## src/rtl/synapse_integrator.sv

```systemverilog
// Per-input axonal delay lines feeding a leaky, saturating Q16.16 current
// register that drives one downstream neuron's input current.
module synapse_integrator #(
  parameter int N_INPUTS  = 4,
  parameter int DELAY_MAX = 8,
  parameter int TAU_SHIFT = 3,
  localparam int AW = (N_INPUTS > 1) ? $clog2(N_INPUTS) : 1,
  localparam int DW = $clog2(DELAY_MAX + 1)
) (
  input  logic                clk,
  input  logic                reset,
  input  logic [N_INPUTS-1:0] spike_in,
  input  logic                cfg_we,
  input  logic [AW-1:0]       cfg_addr,
  input  logic signed [31:0]  cfg_weight,
  input  logic [DW-1:0]       cfg_delay,
  output logic signed [31:0]  I_out,
  output logic                arrived_out
);

  localparam int SW = 32 + $clog2(N_INPUTS) + 2;
  localparam logic [DW-1:0] DMAX = DW'(DELAY_MAX);
  localparam logic signed [SW-1:0] SAT_MAX = {{(SW-31){1'b0}}, {31{1'b1}}};
  localparam logic signed [SW-1:0] SAT_MIN = {{(SW-31){1'b1}}, {31{1'b0}}};

  logic signed [31:0]   weight [N_INPUTS];
  logic [DW-1:0]        delay  [N_INPUTS];
  logic [DELAY_MAX-1:0] dl     [N_INPUTS];

  logic [N_INPUTS-1:0]  arr;
  logic signed [SW-1:0] sum;
  logic signed [SW-1:0] i_ext;
  logic signed [SW-1:0] decay;
  logic signed [SW-1:0] i_next;
  logic signed [31:0]   i_sat;
  logic [DW-1:0]        delay_wr;
  logic [31:0]          addr_ext;

  assign addr_ext = 32'(cfg_addr);
  assign delay_wr = (cfg_delay > DMAX) ? DMAX : cfg_delay;

  // Tap selection by comparison keeps the index width independent of DW.
  always_comb begin
    arr = '0;
    for (int unsigned k = 0; k < N_INPUTS; k++) begin
      if (delay[k] == '0) begin
        arr[k] = spike_in[k];
      end else begin
        for (int unsigned j = 0; j < DELAY_MAX; j++) begin
          if (delay[k] == DW'(j + 1)) arr[k] = dl[k][j];
        end
      end
    end
  end

  always_comb begin
    sum = '0;
    for (int unsigned k = 0; k < N_INPUTS; k++) begin
      if (arr[k]) sum = sum + {{(SW-32){weight[k][31]}}, weight[k]};
    end
    i_ext  = {{(SW-32){I_out[31]}}, I_out};
    decay  = i_ext >>> TAU_SHIFT;
    i_next = i_ext - decay + sum;
    if (i_next > SAT_MAX) begin
      i_sat = 32'sh7FFFFFFF;
    end else if (i_next < SAT_MIN) begin
      i_sat = 32'sh80000000;
    end else begin
      i_sat = i_next[31:0];
    end
  end

  always_ff @(posedge clk or negedge reset) begin
    if (!reset) begin
      for (int unsigned k = 0; k < N_INPUTS; k++) begin
        weight[k] <= '0;
        delay[k]  <= '0;
        dl[k]     <= '0;
      end
      I_out       <= '0;
      arrived_out <= 1'b0;
    end else begin
      for (int unsigned k = 0; k < N_INPUTS; k++) begin
        dl[k][0] <= spike_in[k];
        for (int unsigned j = 1; j < DELAY_MAX; j++) begin
          dl[k][j] <= dl[k][j-1];
        end
        // Out-of-range addresses match no slot and are dropped.
        if (cfg_we && (addr_ext == k)) begin
          weight[k] <= cfg_weight;
          delay[k]  <= delay_wr;
        end
      end
      I_out       <= i_sat;
      arrived_out <= |arr;
    end
  end

endmodule

```

## config.mk

```make
export PLATFORM = sky130hd
export DESIGN_NAME = synapse_integrator
export DESIGN_NICKNAME = d
export VERILOG_FILES = /design/src/rtl/synapse_integrator.sv
export SDC_FILE = /design/constraint.sdc
export NUM_CORES = 1
export LEC_CHECK = 0
export CAP_MARGIN = 0
export CORE_UTILIZATION = 35
export CTS_CLUSTER_DIAMETER = 30
export DETAILED_ROUTE_END_ITERATION = 7
export GPL_ROUTABILITY_DRIVEN = 1
export HOLD_SLACK_MARGIN = 0.06
export SLEW_MARGIN = 25
export SYNTH_ARGS = -nofsm -noshare
export SYNTH_HDL_FRONTEND = slang
export SYNTH_SLANG_ARGS = --single-unit
```

## constraint.sdc

```tcl
create_clock -name clk -period 15.5 [get_ports clk]
set_input_delay 3.875 -clock clk [delete_from_list [all_inputs] [get_ports clk]]
set_output_delay 3.875 -clock clk [all_outputs]
set_load 0.05 [all_outputs]
```

# Yosys cells after proc, flatten, opt, wreduce, memory -nomap -nowiden
# Index checks and enable logic that the tools add are counted.
# totals
regBits,209
in_bits,45
# classes
n_addsub,5
order_cmp,3
n_eq_ne,35
n_mux,43
n_reduce_logical,10
# op_table
op,count
$mux W36,4
$add A36 B36 Y36,3
$eq A4 B3 Y1 const B,16
$mux W32,2
$add A33 B36 Y36,1
$gt A36 B32 Y1 const B,1
$lt A36 B32 Y1 const B,1
$mux W1,36
$sub A32 B29 Y33,1
$eq A4 B2 Y1 const B,8
$logic_not A32 Y1,1
$eq A4 B1 Y1 const B,4
$eq A4 B4 Y1 const B,4
$logic_not A4 Y1,4
$eq A2 B2 Y1 const B,2
$gt A4 B4 Y1 const B,1
$logic_and A1 B1 Y1,4
$mux W4,1
$reduce_or A4 Y1,1
$eq A2 B1 Y1 const B,1

# Longest topological paths before layout
# depth
depth_word,21
depth_mapped,56
ltp_nobuf,54

# Worst setup path before layout
# No wires, ideal clock.
# synth_path
path_type,input-to-reg
startpoint,input spike_in[0]
endpoint,register I_out[24]
setup_ps,118
arrival_time_ps,13962
required_ps,15382
slack_ps,1420
path_stages,50
path_buffers,2
cell_sequence,mux4_2 -> mux2i_1 -> o21ai_1 -> clkbuf_1 -> nand2_1 -> inv_1 -> ha_1 -> fa_1 -> a21o_1 -> a221o_1 -> a211oi_2 -> o31ai_1 -> a21oi_1 -> o21bai_1 -> a31o_2 -> a21oi_1 -> xnor2_1 -> mux2i_1 -> [14 not listed] -> a21boi_0 -> xnor2_1 -> mux2i_1 -> fa_1 -> inv_1 -> ha_1 -> a21o_1 -> a21o_1 -> a31o_2 -> a21oi_1 -> a21oi_1 -> o21ai_0 -> o21ai_0 -> xnor2_1 -> xnor3_1 -> a41o_1 -> buf_2 -> a21o_1
# synth_between
elab_chain_len,12
word_cells_on_any_way,13
# synth_rtl
item,line_no,source
"start, declared",12,"input logic [N_INPUTS-1:0] spike_in,"
$mux W1 *,46,if (delay[k] == '0) begin
$mux W36 *,59,"if (arr[k]) sum = sum + {{(SW-32){weight[k][31]}}, weight[k]};"
$add A36 B36 Y36,59,
$mux W36 *,59,
$add A36 B36 Y36,59,
$mux W36 *,59,
$add A36 B36 Y36,59,
$mux W36 *,59,
$add A33 B36 Y36 *,63,i_next = i_ext - decay + sum;
$lt A36 B32 Y1,66,end else if (i_next < SAT_MIN) begin
$mux W32,66,
$mux W32 *,64,if (i_next > SAT_MAX) begin
net i_sat[24],35,logic signed [31:0] i_sat;
"end signal, assigned",94,I_out <= i_sat;
"end, declared",17,"output logic signed [31:0] I_out,"
# The timed path passes the listed nets; every way through them passes the cells marked *.
# A chain may end at the register's enable or synchronous reset.

# Worst setup path in the final report
# layout_path
startpoint,input spike_in[0]
endpoint,register I_out[1]
# The elaborated chain is that of the path after synthesis.

==> impl_metrics.yaml <==
sta:
  hold_viol_final: 0
  finalSetupTns_ns: 0
  fin_crit_ns: 14.62
  tightest_slew_ns: 0.9828
  rsz0062_at_grt: "false"
  maxSlewHeadroom_pct: 34.48
  hold_ws_ns: 0.3702
  drv_slew: 0
  finalClockSkew_ns: 0.02847
  finalSetupViolations: 0
  max_freq_mhz: 68.42
  finalCritPeriodShare_pct: 94.30
final_layout:
  regArea_mm2: 0.005230
  nets: 2072
  multi_input_comb_area_mm2: 0.01044
  syn_to_final_growth_pct: 20.97
  final_common_cell: "nand2_1"
  final_cell_mix: "nand2_1, dfrtp_1, a21oi_1"
  drive_gt1_share_pct: 14.60
  nFillCells: 4391
  n_antenna_cell: 0
  fin_cells: 2497
  post-route-util_pct: 43.16
setup_path:
  cpMaxStageDelayCell: "fa_1"
  cp_max_fo: 17
  cpPeakStageDelay_ns: 0.51
  path_class: "input pin to flop"
  cp_data_required_time_ns: 15.95
  arrival_ns: 15.07
  cp_common_cell: "a21oi_1"
  cp-start-kind: "input pin"
  end_kind: "flop"
floorplan:
  dieArea_mm2: 0.04733
  ioPinCount: 78
  rows: 78
  die_h_um: 217.5
  die_x_um: 217.5
  core-area_mm2: 0.04558
  initial_core_util_pct: 35.68
clock_network:
  clkLatencyLatePin_ns: 0.58
  root_buffer: "clkbuf_16"
  clock-sinks: 209
  cts_tree: "done"
  worst_setup_hold_path_clk_slew_ns: 0.05
  ctsHtreeMaxLevel: 2
  clockBufferDepth: 3
  cts_buffers: 50
  postCtsHoldBufs: 0
logic_synthesis:
  synth_nets: 1972
  synth_cell_types: 71
  ys_seq_area_share_pct: 32.16
  synth-main-ff-cell: "dfrtp_1"
  synth_edf_count: 0
  yosys_warnings: 0
  synthArstFlopShare_pct: 100.0
  syn_area_mm2: 0.01626
  syn-mean-instance-area_um2: 9.265
  synth-seq-cells: 209
  syn_inst: 1755
job:
  drv_cap: 0
grt:
  grt_max_degree: 74
  grt_usage_pct: 18.60
  grt_first_pass_wirelength_mm: 69.88
  antenna_found_initial: 2
  grt_overflow: 0
  grt_pass1_vias: 13160
status:
  outcome: "finished, final reports clean"
placed_design:
  dp.cells: 2403
  dpl.hpwl_mm: 32.61
  routabilityCongestion: 0.8867
  io_buffers: 77
routing:
  antenna_left: 0
  routed_via_density: 5.324
  post-route-drc-count: 0
  vias: 13290
  first_iter_violations: 886
  dr.pass1.iters: 5
  wl_per_cell_um: 17.58
  drt_wl_total_mm: 43.89
worst_hold_path:
  hp-class: "flop to flop"
[through the flow]
| stage | setup slack (ns) | cell area [um2] |
|---|---|---|
| 2_1_floorplan | 1.420 | 16260 |
| 3_3_place_gp | 0.1212 | 17780 |
| 3_5_place_dp | 0.1167 | 17780 |
| 4_1_cts | 0.6339 | 19640 |
| 5_1_grt | 0.05419 | 19670 |
| 6_report | 0.8835 | 19670 |
[worst paths after layout]
| path | from | to | slack [ns] | cells after the start |
|---|---|---|---|---|
| setup / recovery | spike_in[0] | I_out[1] | 0.88 | 52 |
| hold / removal | dl[22] | dl[23] | 0.37 | 0 |
| setup reg to reg | delay[12] | I_out[1] | 4.14 | 51 |
| hold reg to reg | dl[22] | dl[23] | 0.37 | 0 |
| max in group asynchronous | reset | I_out[18] | 11.13 | 2 |
| min in group asynchronous | reset | dl[4] | 3.23 | 1 |
[synth_stat cells, types with 4 or more instances]
master / number / share of area (%)
nor3b_1: 4 / 0.18
mux4_2: 8 / 1.1
mux2i_1: 18 / 1.1
o21a_1: 15 / 0.69
o21ai_0: 113 / 3.5
o211ai_1: 11 / 0.51
fa_1: 34 / 4.2
nand4_1: 11 / 0.42
dfrtp_1: 209 / 32
and4_1: 6 / 0.32
a21o_1: 77 / 3.6
o31ai_1: 5 / 0.23
nand3b_1: 6 / 0.28
a31oi_1: 11 / 0.42
a21boi_0: 7 / 0.32
nor4b_1: 5 / 0.27
or2_2: 4 / 0.15
a211oi_1: 10 / 0.46
a21oi_1: 152 / 4.7
nor3_1: 10 / 0.31
nand2b_1: 17 / 0.65
a31o_2: 9 / 0.48
nor2b_1: 7 / 0.27
buf_2: 5 / 0.15
and3_1: 12 / 0.46
inv_1: 119 / 2.7
nand3_1: 26 / 0.80
xnor2_1: 80 / 4.3
and2_1: 31 / 1.2
xor2_1: 44 / 2.4
o21bai_1: 21 / 0.97
mux2_2: 125 / 8.7
ha_1: 138 / 11
nand2_1: 225 / 5.2
a221oi_1: 5 / 0.27
nor2_1: 76 / 1.8
clkbuf_1: 43 / 0.99
[sequential cells by signal, summed over array words and instances, names as in the netlist]
name	cells
dl	32
I_out	32
weight	128
delay	16
arrived_out	1
[per-layer routing]
metal  global-route usage, %  up-vias  routed length, um
li1                        -     6433                  -
met1                   26.17     6454              21100
met2                   28.78      322              19380
met3                   3.138       81               2222
met4                   6.127        4               1170
met5                       0        -                 25
[logic make-up (layout without fill, tap and decap cells)]
kind of cell,count (synthesis),in the layout,synth area share (%)
adder cells (fa/ha/maj),172,172,14.80
multiplexers,151,151,10.87
XOR/XNOR,125,125,6.817
flip-flops,209,209,32.16
AND/OR/NAND/NOR,447,447,12.61
buffers and inverters,170,312,4.032
AO/OA/AOI/OAI,481,481,18.70
[timing repair]
action | 4_1_cts | 5_1_grt
endpoints found under the hold margin | 0 | 0
gates resized for setup | 0 | 7
endpoints found under the setup margin | 0 | 31
setup buffers | 0 | 0
[layout make-up]
cell class / instances / area share [%]
inverter: 119 / 2.271
tap: 600 / 3.817
sequential: 209 / 26.59
clock inverter: 32 / 2.487
clock buffer: 62 / 6.946
timing repair buffer: 99 / 4.822
multi-input combinational: 1376 / 53.07
[worst max-delay path: cells and delay by family]
kind	cells	cell delay [ns]
AOI/OAI and AO/OA	24	4.76
adders and majority gates	6	2.17
muxes	5	1.26
and+or+nand+nor	7	1.24
xor gates and xnor gates	5	0.93
buffers and inverters	5	0.82
Power is not shown: default switching activity piles up to over one toggle a cycle in this logic, so the estimate is an artifact.
